**config.mk**
```make
export PLATFORM = sky130hd
export DESIGN_NAME = clock_divider_prog
export DESIGN_NICKNAME = d
export VERILOG_FILES = /design/src/rtl/clock_divider_prog_pkg.sv /design/src/rtl/clock_divider_prog_pending.sv /design/src/rtl/clock_divider_prog.sv
export SDC_FILE = /design/constraint.sdc
export NUM_CORES = 1
export LEC_CHECK = 0
export CAP_MARGIN = 0
export CORE_MARGIN = 2
export CORE_UTILIZATION = 60
export CTS_CLUSTER_DIAMETER = 100
export DETAILED_ROUTE_END_ITERATION = 6
export PLACE_DENSITY = 0.85
export SLEW_MARGIN = 5
export SYNTH_ARGS = -nofsm -noshare
export SYNTH_HDL_FRONTEND = slang
export SYNTH_SLANG_ARGS = --single-unit
```
**constraint.sdc**
```tcl
create_clock -name CLK_IN -period 10.5 [get_ports CLK_IN]
set_clock_uncertainty 0.2 [all_clocks]
set_input_delay 2.1 -clock CLK_IN [delete_from_list [all_inputs] [get_ports CLK_IN]]
set_output_delay 2.1 -clock CLK_IN [all_outputs]
set_load 0.01 [all_outputs]
```
**src/rtl/clock_divider_prog_pkg.sv**
```systemverilog
// clock_divider_prog_pkg: shared state encoding and default counter width
package clock_divider_prog_pkg;
  localparam int CNT_W_DEF = 28;
  typedef enum logic {ST_IDLE = 1'b0, ST_RUN = 1'b1} state_t;
endpackage

```
**src/rtl/clock_divider_prog_pending.sv**
```systemverilog
// div_pending_reg: captures a clamped divisor and holds it until the top applies it
module div_pending_reg
  import clock_divider_prog_pkg::*;
#(
  parameter int CNT_W = CNT_W_DEF
) (
  input  logic             clk_i,
  input  logic             rst_ni,
  input  logic             load_i,
  input  logic             apply_i,
  input  logic [CNT_W-1:0] div_i,
  output logic [CNT_W-1:0] pend_o,
  output logic             pend_v_o
);
  logic [CNT_W-1:0] pend_q, pend_d;
  logic             pend_v_q, pend_v_d;
  // OR-ing in the zero flag turns 0 into 1 and leaves every other value untouched
  always_comb begin
    pend_d   = load_i ? (div_i | {{(CNT_W-1){1'b0}}, div_i == '0}) : pend_q;
    pend_v_d = load_i | (pend_v_q & ~apply_i);
  end
  always_ff @(posedge clk_i or negedge rst_ni) begin
    if (!rst_ni) begin
      pend_q   <= '0;
      pend_v_q <= 1'b0;
    end else begin
      pend_q   <= pend_d;
      pend_v_q <= pend_v_d;
    end
  end
  assign pend_o   = pend_q;
  assign pend_v_o = pend_v_q;
endmodule

```
**src/rtl/clock_divider_prog.sv**
```systemverilog
// clock_divider_prog: runtime-programmable integer divider producing CLK_OUT and a per-period TICK
module clock_divider_prog
  import clock_divider_prog_pkg::*;
#(
  parameter int CNT_W       = CNT_W_DEF,
  parameter int DEFAULT_DIV = 4
) (
  input  logic             CLK_IN,
  input  logic             RST_N,
  input  logic             EN,
  input  logic [CNT_W-1:0] DIV_IN,
  input  logic             DIV_LOAD,
  output logic             CLK_OUT,
  output logic             TICK,
  output logic             LOAD_PEND,
  output logic [CNT_W-1:0] DIV_ACT
);
  state_t           state_q, state_d;
  logic [CNT_W-1:0] cnt_q, cnt_d, div_act_q, div_act_d, pend;
  logic             clk_q, clk_d, tick_q, tick_d;
  logic             pend_v, last, start, apply;
  logic [CNT_W:0]   hi, cnt_inc;
  div_pending_reg #(.CNT_W(CNT_W)) u_pend (
    .clk_i   (CLK_IN),
    .rst_ni  (RST_N),
    .load_i  (DIV_LOAD),
    .apply_i (apply),
    .div_i   (DIV_IN),
    .pend_o  (pend),
    .pend_v_o(pend_v)
  );
  assign last    = cnt_q == div_act_q - 1'b1;
  assign hi      = ({1'b0, div_act_q} + 1'b1) >> 1;
  assign cnt_inc = {1'b0, cnt_q} + 1'b1;
  assign start   = (state_q == ST_IDLE) ? EN : last & EN;
  // Idle always accepts a pending divisor; a run only switches at a continuing boundary
  assign apply   = (state_q == ST_IDLE) | start;
  always_ff @(posedge CLK_IN or negedge RST_N) begin
    if (!RST_N) begin
      state_q   <= ST_IDLE;
      cnt_q     <= '0;
      div_act_q <= CNT_W'(DEFAULT_DIV);
      clk_q     <= 1'b0;
      tick_q    <= 1'b0;
    end else begin
      state_q   <= state_d;
      cnt_q     <= cnt_d;
      div_act_q <= div_act_d;
      clk_q     <= clk_d;
      tick_q    <= tick_d;
    end
  end
  always_comb begin
    state_d = (state_q == ST_IDLE) ? (EN ? ST_RUN : ST_IDLE) : ((last && !EN) ? ST_IDLE : ST_RUN);
  end
  always_comb begin
    cnt_d     = (state_q == ST_RUN && !last) ? cnt_q + 1'b1 : '0;
    clk_d     = start ? 1'b1 : (state_q == ST_RUN && !last) ? (cnt_inc < hi) : 1'b0;
    tick_d    = start;
    div_act_d = (apply && pend_v) ? pend : div_act_q;
  end
  assign CLK_OUT   = clk_q;
  assign TICK      = tick_q;
  assign LOAD_PEND = pend_v;
  assign DIV_ACT   = div_act_q;
endmodule
```
==> results of run 1 <==
==> synth_stat cells (all sizes together) (6+ instances only) <==
| cell type | n | share of area (%) |
|---|---|---|
| ha | 30 | 6.2 |
| dfrtp | 87 | 36 |
| xor2 | 37 | 5.4 |
| nor4 | 20 | 2.3 |
| nor2 | 33 | 2.1 |
| and2 | 6 | 0.66 |
| a21oi | 13 | 1.1 |
| buf | 11 | 1.7 |
| nand4 | 19 | 2.0 |
| xnor2 | 54 | 7.8 |
| nor2b | 31 | 3.2 |
| and3 | 9 | 0.93 |
| nand2 | 40 | 2.5 |
| inv | 9 | 0.56 |
| nor3 | 12 | 1.0 |
| clkbuf | 24 | 2.9 |
| a21o | 13 | 1.6 |
| nand3 | 24 | 2.1 |
| mux2 | 56 | 12 |
==> area by class of cell <==
cell class / instances / share of cell area [%]
Clock inverter: 7 / 1.18
Inverter: 9 / 0.499
Sequential cell: 88 / 32.6
Timing Repair Buffer: 65 / 9.46
Clock buffer: 9 / 1.83
Tap cell: 133 / 2.46
Multi-Input combinational cell: 452 / 52.0
==> cells by family (layout without fill, tap and decap cells) <==
group / count (synthesis) / count (layout) / synth area share, %
and+or+nand+nor: 215 / 215 / 19.6
xor gates and xnor gates: 91 / 91 / 13.2
muxes: 59 / 59 / 12.2
AOI/OAI and AO/OA: 57 / 57 / 7.09
DFF: 88 / 88 / 36.5
buffers and inverters: 44 / 90 / 5.18
adders and majority gates: 30 / 30 / 6.22
==> report_power, final <==
part / switching, uW / total (uW) / internal [uW]
logic: 15.0 / 35.4 / 20.4
clock network: 131 / 244 / 113
registers: 6.27 / 356 / 349
==> routing by layer <==
layer / GRT usage (%) / up-vias / wire length, um
li1: - / 2152 / -
met1: 37.8 / 2216 / 6150
met2: 42.6 / 156 / 6600
met3: 4.07 / 23 / 717
met4: 7.14 / 0 / 227
met5: 0 / - / 0
==> state kept, by name (all words and copies together) (netlist names) <==
signal           cells
TICK                 1
state_q              1
cnt_q               28
CLK_OUT              1
u_pend.pend_o       28
u_pend.pend_v_o      1
DIV_ACT             28
==> per-stage QoR <==
step	area [um2]	hold WS, ns	cells
CTS	6770	0.311	763
detailed placement	6570	0.292	747
floorplan	6030	0.275	584
global route	6770	0.332	763
finish	6770	0.306	763
global placement	6570	0.286	747
==> worst max-delay path by stage <==
stage / start / to / cells past startpoint
4_1_cts: DIV_ACT[7] / DIV_ACT[3] / 9
2_1_floorplan: DIV_ACT[17] / DIV_ACT[10] / 9
3_3_place_gp: EN / DIV_ACT[6] / 5
5_1_grt: DIV_ACT[7] / DIV_ACT[3] / 9
3_5_place_dp: EN / DIV_ACT[3] / 5
6_report: DIV_ACT[7] / DIV_ACT[3] / 9
==> critical path, cell delays in order (launching register included) <==
cell	delay (ns)
dfrtp_1	0.57
nor4_2	0.62
nand3_2	0.24
or4_1	0.56
or3_1	0.37
and2_4	0.17
nand3b_4	0.15
o41ai_4	0.32
buf_4	0.46
mux2_2	0.40
==> impl_metrics.toml, run 1 <==
[run_status]
status = "completed"

[detailed_routing]
drc = 0
first_pass_iters = 5
wl_per_cell_um = 18.0
routed-via-count = 4547
via_per_inst = 5.96
detail_route.iter0.violations = 447
drt.antenna.violating_nets = 0
wl_mm = 13.7

[pwr]
power.total_uw = 635
p_leak_uw = 0.00308
peakVddDrop_mv = 0.0796
p_per_area_nw_per_um2 = 93.8

[cts]
ctsResizeCount = 0
cts_htree_levels = 3
cts-root-buf = "clkbuf_8"
clock_sinks = 88
insertion_delay_ns = 0.37
cts_setup_buffers = 0
clk_path_buf_depth = 2
holdBufCountCts = 0
clkTransAtPathRegs_ns = 0.10
cts_tree = "yes"
cts_buffers = 9

[placed_design]
place.port_buffers = 62
dp_hpwl_mm = 10.2
pre_cts_slack_ns = 6.33
gp_congestion = 1.06

[worst_setup_path]
crit_path_end_kind = "register"
cp_max_fo = 28
criticalPathCategory = "reg2reg"
r2r-end = "DIV_ACT[3]"
worst_setup_path_start_kind = "register"
required_ns = 10.55
r2r_setup_slack_ns = 6.29
arrival_ns = 4.26
reg2reg_depth = 9
r2r-start = "DIV_ACT[7]"

[final_layout]
final_core_util_pct = 69.3
diodes = 0
nets = 687
layout_common_cells = "87 x dfrtp_1, 61 x clkdlybuf4s50_1, 54 x xnor2_1"
area.growth.synth_to_final_pct = 12.2
seqCellArea_um2 = 2200
layout_commonest_cell = "dfrtp_1"
multiInputGateArea_um2 = 3520
fill_cells = 704
drive_gt1_share_pct = 14.4

[sta]
slew_headroom_pct = 27.5
setup_ws_ns = 6.29
max_freq_mhz = 238
drv_slew = 0
rsz0062_at_grt = "false"
period_share_pct = 40.1
setup_tns_ns = 0
worst_slew_pin_slew_ns = 1.09
setup_viol = 0
period_needed_ns = 4.21
hold_viol_final = 0

[logic_synthesis]
yosysSeqAreaShare_pct = 36.5
synthFlopType = "dfrtp_1"
ys_ff_latch = 88
yosys.cell_types.count = 62
syn_avg_cell_area_um2 = 10.3
synth_edf_count = 0
postSynthCellCount = 584
syn_area_um2 = 6030
async_reset_ff_share_pct = 100
syn_nets = 646
yosysWarnings = 0

[min_path]
hold_class = "reg2reg"
hold_depth = 1
whs_endpoint = "DIV_ACT[23]"
worstHoldStart = "u_pend.pend_o[23]"

[floorplan]
core_um2 = 9770
die_area_um2 = 10900
start_util_pct = 61.7
rows = 36
io_pins = 63
die_y_um = 104
die_x_um = 104

[grt]
globalRouteTotalUtil_pct = 26.6
grt_pass1_wl_mm = 23.3
grt_max_degree = 89
grt_pass1_vias = 4656
grt_overflow = 0
antenna_found_initial = 0

[job]
maxCapViolCount = 0
Note: power is estimated with default switching activity, not from simulation.
==> run 2: changes to the inputs <==
- CORE_UTILIZATION: 60 -> 52
- PLACE_DENSITY: 0.85 -> 0.78
- clock period: 10.5 -> 3.4 ns (I/O delays scaled with it)
==> run 2 against run 1 <==
Clock-buffer cell count is the same. Wire length grew 15%. Cell area up 14%. Critical path depth unchanged. Critical path type unchanged. First-iteration DRC count decreased by 11%. Via count is 9.5% higher. Sequential share of layout area decreased by 3.9 points. Utilization is 1.4 points lower. Clock power rose to 4.3 times the previous value. Register-to-register slack lost 6.3 ns. Worst hold slack worse by 0.00077 ns. The run now ends with negative setup slack left. Largest cell class unchanged. Cell count up 12%.
==> impl_metrics.toml, run 2 (synthesized netlist as in run 1, its figures left out) <==
[detailed_routing]
wl_per_cell_um = 18.5
first_pass_iters = 5
drc = 0
wl_mm = 15.7
detail_route.iter0.violations = 400
routed-via-count = 4980
via_per_inst = 5.85
drt.antenna.violating_nets = 0

[sta]
drv_slew = 0
period_share_pct = 101
slew_headroom_pct = 27.8
max_freq_mhz = 292
worst_slew_pin_slew_ns = 1.08
hold_viol_final = 0
rsz0062_at_grt = "true"
period_needed_ns = 3.43
setup_ws_ns = -0.0290
setup_viol = 9

[placed_design]
pre_cts_slack_ns = -0.0835
dp.cells = 821
gp_congestion = 0.950
dp_hpwl_mm = 11.0
place.port_buffers = 62

[worst_setup_path]
arrival_ns = 3.46
criticalPathCategory = "reg2reg"
r2r-end = "DIV_ACT[20]"
slowest_stage = "or4_4"
max_stage_delay_ns = 0.56
required_ns = 3.44
cp_max_fo = 7
crit_path_cell_trace = "or4_4 -> or4_4 -> or3_1 -> and2_4 -> nand3b_4 -> o41ai_4 -> buf_4 -> clkbuf_16 -> mux2_4"
r2r-start = "DIV_ACT[20]"
r2r_setup_slack_ns = -0.03
reg2reg_depth = 9
crit_path_end_kind = "register"
worst_setup_path_start_kind = "register"
cpMostUsedCell = "or4_4"

[floorplan]
io_pins = 63
die_x_um = 112
rows = 39
core_um2 = 11400
die_y_um = 112
start_util_pct = 53.1
die_area_um2 = 12500

[grt]
grt_pass1_wl_mm = 24.2
grt_overflow = 0
globalRouteTotalUtil_pct = 24.1
grt_max_degree = 89
grt_pass1_vias = 4815
antenna_found_initial = 0

[final_layout]
multiInputGateArea_um2 = 3690
drive_gt1_share_pct = 27.7
nets = 765
stdcell_count = 851
fill_cells = 804
seqCellArea_um2 = 2210
diodes = 0
area.growth.synth_to_final_pct = 27.9
layout_commonest_cell = "dfrtp_1"
layout_common_cells = "82 x dfrtp_1, 74 x buf_4, 61 x clkdlybuf4s50_1"

[pwr]
p_leak_uw = 0.00355
peakVddDrop_mv = 0.281
p_per_area_nw_per_um2 = 293

[min_path]
whs_endpoint = "DIV_ACT[16]"
hold_class = "reg2reg"
hold_depth = 1
worstHoldStart = "u_pend.pend_o[16]"

[cts]
clkTransAtPathRegs_ns = 0.07
holdBufCountCts = 0
cts-root-buf = "clkbuf_16"
cts_tree = "yes"
cts_htree_levels = 3
clock_sinks = 88
clk_path_buf_depth = 2
insertion_delay_ns = 0.35
cts_buffers = 9

[run_status]
status = "finished, violations left"
violations = "negative setup slack"

[job]
maxCapViolCount = 0
[run 2: cell count changes in the layout (fill, tap and decap cells not counted), moves of 4 or more]
cell	before	now
mux2_2	36	30
buf_6	0	4
buf_4	4	74
clkbuf_16	0	11
clkbuf_8	9	0
mux2_4	20	26
dfrtp_2	0	5
nor4_1	18	14
dfrtp_1	87	82
[run 2: area by class of cell]
cell class              count  share of cell area (%)
clock buffers               9                    2.92
inverters                   9                   0.438
well taps                 143                    2.32
clock inverters             7                    1.10
repair buffers            143                    16.8
flip-flops and latches     88                    28.6
multi-input cells         452                    47.8
[run 2: power by group]
group | switching, uW | total, uW | internal, uW
clock | 465 | 1050 | 586
combinational | 47.3 | 111 | 63.3
sequential | 19.8 | 1100 | 1080
total | 532 | 2260 | 1730
[run 2: critical path: cells and delay by family (launching register included)]
kind	cells	cell delay [ns]
and+or+nand+nor	5	1.72
DFF	1	0.41
buffers and inverters	2	0.37
muxes	1	0.31
AOI/OAI and AO/OA	1	0.30
[run 2: repair_timing]
action                                  CTS  global route
gates cloned                              1             2
buffers inserted                          4             7
gates resized for setup                  12            31
pin swaps                                 2            15
endpoints found under the setup margin   10            49
[run 2: stage by stage]
stage                     utilization (%)  setup TNS [ns]  total power [uW]  hold WS, ns  cell area [um2]
after floorplan                         -           -4.52              1150        0.184             6070
after global placement               62.4               0              1220        0.284             7100
after detailed placement             62.4         -0.0835              1230        0.290             7100
after CTS                            66.1               0              2270        0.303             7510
after global routing                 67.9           -1.80              2330        0.322             7720
final                                67.9          -0.162              2260        0.305             7720
[run 2: worst max path at each step]
stage	start	endpoint	slack [ns]	cells past startpoint
6_report	DIV_ACT[20]	DIV_ACT[20]	-0.03	9
3_3_place_gp	DIV_ACT[2]	CLK_OUT	0.01	15
4_1_cts	DIV_ACT[2]	CLK_OUT	0.002	16
5_1_grt	DIV_ACT[2]	CLK_OUT	-0.15	15
3_5_place_dp	DIV_ACT[3]	CLK_OUT	-0.08	15
2_1_floorplan	DIV_ACT[20]	DIV_ACT[10]	-0.20	9
[run 2: routing by layer]
metal	share of wire [%]	global-route usage [%]	vias to the layer above	wire (um)
met4	2.2	10.1	0	344
met2	50	39.8	182	7800
met1	44	32.7	2446	6890
li1	-	-	2323	-
met5	0	0	-	0
met3	4.4	2.40	29	688
